## config.mk

```make
export PLATFORM = sky130hd
export DESIGN_NAME = core_sequencer
export DESIGN_NICKNAME = d
export VERILOG_FILES = /design/src/rtl/core_sequencer.sv
export SDC_FILE = /design/constraint.sdc
export NUM_CORES = 1
export LEC_CHECK = 0
export BUFFER_PORTS_ARGS = -buffer_cell sky130_fd_sc_hd__buf_2
export CAP_MARGIN = 20
export CORE_MARGIN = 2
export CORE_UTILIZATION = 40
export DETAILED_ROUTE_END_ITERATION = 10
export PLACE_DENSITY = 0.8
export SYNTH_ARGS = -nofsm -noshare
export SYNTH_HDL_FRONTEND = slang
export SYNTH_SLANG_ARGS = --single-unit
export TNS_END_PERCENT = 10
```

## constraint.sdc

```tcl
create_clock -name clk -period 2.12 [get_ports clk]
set_input_delay 0.318 -clock clk [delete_from_list [all_inputs] [get_ports clk]]
set_output_delay 0.318 -clock clk [all_outputs]
set_load 0.1 [all_outputs]
```

## src/rtl/core_sequencer.sv

```systemverilog
// Boot/debug sequencer: loads a program into instruction memory, releases the core,
// and provides halt/step/resume/reload control. Optional breakpoint: CORE_SEQUENCER_BREAKPOINT_EN.
module core_sequencer #(
  parameter int IMEM_WORDS = 256
) (
  input  logic        clk,
  input  logic        resetn,
  // Program load: a beat transfers on a rising edge where load_valid && load_ready;
  // load_ready is high only in LOAD and the producer holds data until accepted.
  input  logic        load_valid,
  input  logic [31:0] load_data,
  input  logic        load_last,
  output logic        load_ready,
  output logic        imem_we,
  output logic [31:0] imem_addr,
  output logic [31:0] imem_wdata,
  output logic        core_resetn,
  output logic        pc_en,
  input  logic [31:0] pc,
  input  logic        halt_req,
  input  logic        resume_req,
  input  logic        step_req,
  input  logic        reload_req,
  input  logic [31:0] bp_addr,
  input  logic        bp_enable,
  output logic [2:0]  state,
  output logic [31:0] retired,
  output logic        bp_hit
);

  localparam int AW = $clog2(IMEM_WORDS);
  localparam logic [AW-1:0] LAST_IDX = AW'(IMEM_WORDS - 1);

  localparam logic [2:0] IDLE  = 3'd0;
  localparam logic [2:0] LOAD  = 3'd1;
  localparam logic [2:0] START = 3'd2;
  localparam logic [2:0] RUN   = 3'd3;
  localparam logic [2:0] HALT  = 3'd4;
  localparam logic [2:0] STEP  = 3'd5;

  logic [2:0]    state_q, state_d;
  logic [AW-1:0] word_idx_q, word_idx_d;
  logic          load_ready_q, load_ready_d;
  logic          imem_we_q, imem_we_d;
  logic [31:0]   imem_addr_q, imem_addr_d;
  logic [31:0]   imem_wdata_q, imem_wdata_d;
  logic          core_resetn_q, core_resetn_d;
  logic          pc_en_q, pc_en_d;
  logic [31:0]   retired_q, retired_d;
  logic          bp_hit_q, bp_hit_d;
  logic          beat;
  logic          bp_match;

`ifdef CORE_SEQUENCER_BREAKPOINT_EN
  assign bp_match = bp_enable && (pc == bp_addr);
`else
  logic unused_bp;
  assign unused_bp = ^{pc, bp_addr, bp_enable};
  assign bp_match  = 1'b0;
`endif

  assign beat = load_valid && load_ready_q;

  always_comb begin
    state_d      = state_q;
    word_idx_d   = word_idx_q;
    imem_we_d    = 1'b0;
    imem_addr_d  = imem_addr_q;
    imem_wdata_d = imem_wdata_q;
    retired_d    = retired_q + 32'(pc_en_q);
    bp_hit_d     = bp_hit_q;
    case (state_q)
      IDLE: state_d = LOAD;
      LOAD: begin
        if (beat) begin
          imem_we_d    = 1'b1;
          imem_addr_d  = {{(30-AW){1'b0}}, word_idx_q, 2'b00};
          imem_wdata_d = load_data;
          word_idx_d   = word_idx_q + AW'(1);
          // The beat into the last word ends loading even without load_last.
          if (load_last || (word_idx_q == LAST_IDX)) state_d = START;
        end
      end
      START: state_d = RUN;
      RUN: begin
        if (halt_req || bp_match) state_d = HALT;
        if (bp_match) bp_hit_d = 1'b1;
      end
      HALT: begin
        if (reload_req) begin
          state_d    = LOAD;
          word_idx_d = '0;
          retired_d  = '0;
          bp_hit_d   = 1'b0;
        end else if (resume_req) begin
          state_d  = RUN;
          bp_hit_d = 1'b0;
        end else if (step_req) begin
          state_d  = STEP;
          bp_hit_d = 1'b0;
        end
      end
      STEP: state_d = HALT;
      default: state_d = IDLE;
    endcase
  end

  // Registered control outputs follow the state being entered.
  always_comb begin
    load_ready_d  = (state_d == LOAD);
    core_resetn_d = (state_d == RUN) || (state_d == HALT) || (state_d == STEP);
    pc_en_d       = (state_d == RUN) || (state_d == STEP);
  end

  always_ff @(posedge clk) begin
    if (!resetn) begin
      state_q       <= IDLE;
      word_idx_q    <= '0;
      load_ready_q  <= 1'b0;
      imem_we_q     <= 1'b0;
      imem_addr_q   <= '0;
      imem_wdata_q  <= '0;
      core_resetn_q <= 1'b0;
      pc_en_q       <= 1'b0;
      retired_q     <= '0;
      bp_hit_q      <= 1'b0;
    end else begin
      state_q       <= state_d;
      word_idx_q    <= word_idx_d;
      load_ready_q  <= load_ready_d;
      imem_we_q     <= imem_we_d;
      imem_addr_q   <= imem_addr_d;
      imem_wdata_q  <= imem_wdata_d;
      core_resetn_q <= core_resetn_d;
      pc_en_q       <= pc_en_d;
      retired_q     <= retired_d;
      bp_hit_q      <= bp_hit_d;
    end
  end

  assign state       = state_q;
  assign load_ready  = load_ready_q;
  assign imem_we     = imem_we_q;
  assign imem_addr   = imem_addr_q;
  assign imem_wdata  = imem_wdata_q;
  assign core_resetn = core_resetn_q;
  assign pc_en       = pc_en_q;
  assign retired     = retired_q;
  assign bp_hit      = bp_hit_q;

endmodule

```

Word-level counts from Yosys, hierarchy flattened
Cells that the tools add are included.

storage, ports and cells
  bits in registers = 88
  bits of input ports = 105
  output and inout bits = 104
  word-level logic and storage cells = 52

cells by class
  $add $sub $neg = 2
  equality and inequality tests = 12
  mux-type cells = 16
  reduce and logical (&&, ||, !) cells = 12

operators with widths
  operator                                        count
  two-way mux 32 bit                              2
  adder 32 x 1 -> 32 bit                          1
  two-way mux 3 bit                               6
  one-hot mux 3 bit (6 select lines)              1
  two-way mux 8 bit                               2
  one-hot mux 8 bit (2 select lines)              1
  == test 3 bit (second input constant)           4
  == test 3 x 2 -> 1 bit (second input constant)  3
  adder 8 x 1 -> 8 bit (second input constant)    1
  == test 8 bit (second input constant)           1
  == test 3 x 1 -> 1 bit (second input constant)  2
  AND reduction 2 bit                             3
  logical OR 1 bit                                4
  two-way mux 1 bit                               4
  inequality test 2 bit (second input constant)   2
  logical NOT 3 bit                               1
  AND reduction 3 bit                             1
  nonzero test 3 bit                              1
  nonzero test 2 bit                              1
  logical AND 1 bit                               1

Logic depth before layout (Yosys ltp)
  depth in word-level cells = 8
  mapped depth = 8
  mapped depth without buffers = 6

Worst setup path after synthesis
Ideal clock, no wire load.

  path type = register to register
  start = register retired_q[0] (netlist: retired[0])
  end = register retired_q[16] (netlist: retired[16])
  setup time = 0.070 ns
  arrival = 2.842 ns
  required time = 2.050 ns
  path slack = -0.792 ns
  stages on the path, launching flop included = 9
  path buffers = 2
  clock period less this slack = 2.912 ns
  cells stage by stage = dfxtp_1 > ha_1 > ha_1 > nand4_1 > or3_1 > clkbuf_1 > clkbuf_1 > or3_1 > a21oi_1

on the way
  cells in the longest elaborated chain, start to end = 3

ends and longest elaborated chain
  what                        RTL line  text
  start: declaration          49        logic [31:0] retired_q, retired_d;
  start signal: assignment    136       retired_q <= retired_d;
  adder 32 x 1 -> 32 bit (*)  70        retired_d = retired_q + 32'(pc_en_q);
  two-way mux 32 bit          90        if (reload_req) begin
  two-way mux 32 bit (*)      72        case (state_q)

Every way passes the cells marked *; elsewhere a longest branch is shown, timed or not.
A chain may end at the register's enable or synchronous reset.

Worst setup path after layout
  start = register retired_q[2] (netlist: retired[2])
  end = register retired_q[31] (netlist: retired[31])

The elaborated chain is that of the path after synthesis.

==> impl_results.md <==
- Mapped Cells: 461
- Crit path max-delay family: simple AND/OR/NAND/NOR gates
- Arrival @ worst endpoint: 2.28 ns
- Inserted Clock Buffers: 9
- Hold Crit Depth: 3
- CTS tree: yes
- Most frequent cells in the layout: 118 x buf_2, 96 x nand2_1, 65 x a21oi_1
- Synth Area in Simple Gates: 25.3%
- Seq/Total Area, Yosys: 46.3%
- ANT cells: 0
- CTS root buffer: clkbuf_8
- Final Cycle Share: 94.6%
- Via density per instance: 5.18
- GPL Wtd Cong: 0.836
- Worst Skew: 0.0130 ns
- Top FF cell, synth: dfxtp_1
- Port Buffers: 118
- Non-Filler Instances: 691
- Slew Viols, Final: 0
- Initial antenna violation count: 0
- Xor/xnor share of the synthesized area: 2.80%
- Worst path bufs/invs: 1
- Crit-path max cell delay: 0.53 ns
- ANT nets after route: 0
- Slew HR: 55.1%
- Remaining DRCs: 0
- Placed Instances: 673
- Post-DP Area: 0.00444 mm²
- Multiplexer share of the synthesized area: 0%
- Data required time of the worst path: 2.40 ns
- Total I/O pin count: 209
- Nature of the critical path endpoint: flip-flop
- Yosys Warn Count: 0
- Clk sinks: 87
- Vias in the first global route: 3440
- Clock Latency Late Sink: 0.35 ns
- Clock Tree Buf Depth: 2
- Cell Area, Synth: 0.00376 mm²
- Via count: 3576
- H-tree levels: 3
- Util after Layout: 51.2%
- Layout area overhead: 25.2%
- Largest family of logic cells by synthesized area: simple AND/OR/NAND/NOR gates
- Pin slew with the least headroom to its limit: 0.665 ns
- FP Rows: 35
- First-pass DRT Iterations: 4
- Cts hold-fix bufs: 0
- Largest net degree at the start of global routing: 48
- Synth Area in Adders: 0.999%
- Layout cells sized above 1: 31.7%
- DR WL/cell: 13.1 µm
- Crit path max fanout: 20
- CTS clock-pin slew for the worst setup and hold paths: 0.10 ns
- Die Y: 101 µm
- LEAKAGE: 1.93 nW
- Initial Utilization: 40.9%
- CP max-delay cell: or4_1
- First-pass GRT wire length: 15000 µm
- Synth unique cells: 43
- Number of DRC markers in iteration 0: 113
- Core footprint: 0.00920 mm²
- Worst setup SP type: flip-flop
- RSZ-0062 raised after global routing: false
- Syn Area/Cell: 8.15 µm²
- Peak supply drop: 0.461 mV
- Final #Nets: 683
- Post-route minimum period: 2.01 ns
- Max Fclk: 0.499 GHz
- WP depth: 5
- HP Class: in2reg
- HPWL after DPL: 6430 µm
- Pwr/cell area: 798 mW/mm²
- Final setup fails: 0
- Status: completed
- Final WS setup: 0.115 ns
- CP most frequent cell: or4_1
- R2R cell count: 5
- Ys async rst share: 0%
- Commonest non-fill, non-tap cell in the layout: buf_2
- Compound-gate portion of the synthesized area: 16.0%
- Dpl ws: 0.0930 ns
- MaxCap Viol Count: 0
- Seq cells post-synth: 87
- Final Hold Fails: 0
- Overflow after GRT: 0
- Final instance area: 0.00470 mm²
- All-layer global routing usage: 18.0%
- EDFF count, synth: 0
- Routed wire length: 9080 µm
- DIE WIDTH: 101 µm
- FILL cells: 856
- Die ar.: 0.0102 mm²
- Crit-path cells: nand3_4 -> or4_1 -> buf_4 -> or4_1 -> a21oi_2
- Crit path kind: reg2reg
==> synth_stat cells, types with 2 or more instances <==
cell type  number  area [µm²]
buf_2           5        25.0
dfxtp_1        87        1740
clkbuf_1       18        67.6
o31ai_1        15         113
xnor2_1        11        96.3
and4_1          4        35.0
ha_1            3        37.5
inv_1           8        30.0
nor2_1         21        78.8
o21ai_0        10        50.1
or3_1           8        50.1
nor3b_1         2        15.0
buf_4          25         188
nor3_1          8        40.0
nor2b_1         3        18.8
nor4_1          3        18.8
nand4_1         8        50.1
a21oi_1        66         330
and2_1          5        31.3
nand2_1        97         364
buf_1           2        7.51
a31oi_1         2        12.5
a22oi_1         2        15.0
nand3_1        12        60.1
or4_1          16         120
and3_1          3        18.8
==> through the flow <==
stage               total power [W]  hold WS (ns)  TNS, ns
floorplan                   0.00241         0.430    -2.72
global route                0.00392         0.176        0
global placement            0.00249         0.439        0
detailed placement          0.00250         0.444        0
CTS                         0.00380         0.172        0
finish                      0.00375         0.189        0
==> worst reg2reg max path, delay by kind of cell (launching register included) <==
kind / cells / cell delay (ns)
compound gates: 1 / 0.16
flops: 1 / 0.40
simple gates: 3 / 1.15
buf+inv: 1 / 0.21
==> layout make-up <==
type	count	area (µm²)	share of cell area (%)
inverters	8	30.0	0.638
well taps	111	139	2.95
flip-flops and latches	87	1790	38.0
clock inverters	7	103	2.18
multi-input cells	340	1840	39.1
clock buffers	9	124	2.63
repair buffers	129	686	14.6
==> logic make-up (layout without fill, tap and decap cells) <==
logic type,count (synthesis),count (layout)
buf+inv,58,153
simple gates,196,196
fa+ha+maj,3,3
other cells,1,25
xor+xnor,12,12
compound gates,104,104
flops,87,87
==> per-layer routing <==
metal  vias to the layer above  global-route usage, %  share of wire, %
li1                       1787                      -                 -
met1                      1638                   20.6                42
met2                       133                   31.1                49
met3                        18                   5.41               7.0
met4                         0                   8.00               1.9
met5                         -                      0                 0
==> path summary, 6_finish.rpt <==
| path | start | endpoint | slack (ns) |
|---|---|---|---|
| worst max register to register | retired[2] | retired[31] | 0.11 |
| worst max-delay path | retired[2] | retired[31] | 0.11 |
| worst min register to register | imem_wdata[3] | imem_wdata[3] | 0.45 |
| worst min-delay path | load_data[28] | imem_wdata[28] | 0.19 |
==> timing repair <==
action / 4_1_cts / 5_1_grt
gates resized for setup: 0 / 4
setup endpoints to repair: 0 / 7
setup buffers: 0 / 2
==> registers in the layout (all words and copies together), names as in the netlist <==
| register | flops |
|---|---|
| imem_wdata | 32 |
| retired | 32 |
| imem_addr | 8 |
| word_idx_q | 8 |
| state | 3 |
| core_resetn | 1 |
| imem_we | 1 |
| load_ready | 1 |
| pc_en | 1 |
==> power breakdown <==
group	internal (W)	switching, W	total [W]
logic	0.000111	0.000641	0.000752
clock network	0.000680	0.000617	0.00130
registers	0.00167	0.0000304	0.00171
total	0.00247	0.00129	0.00375
(Power assumes the default switching activity.)
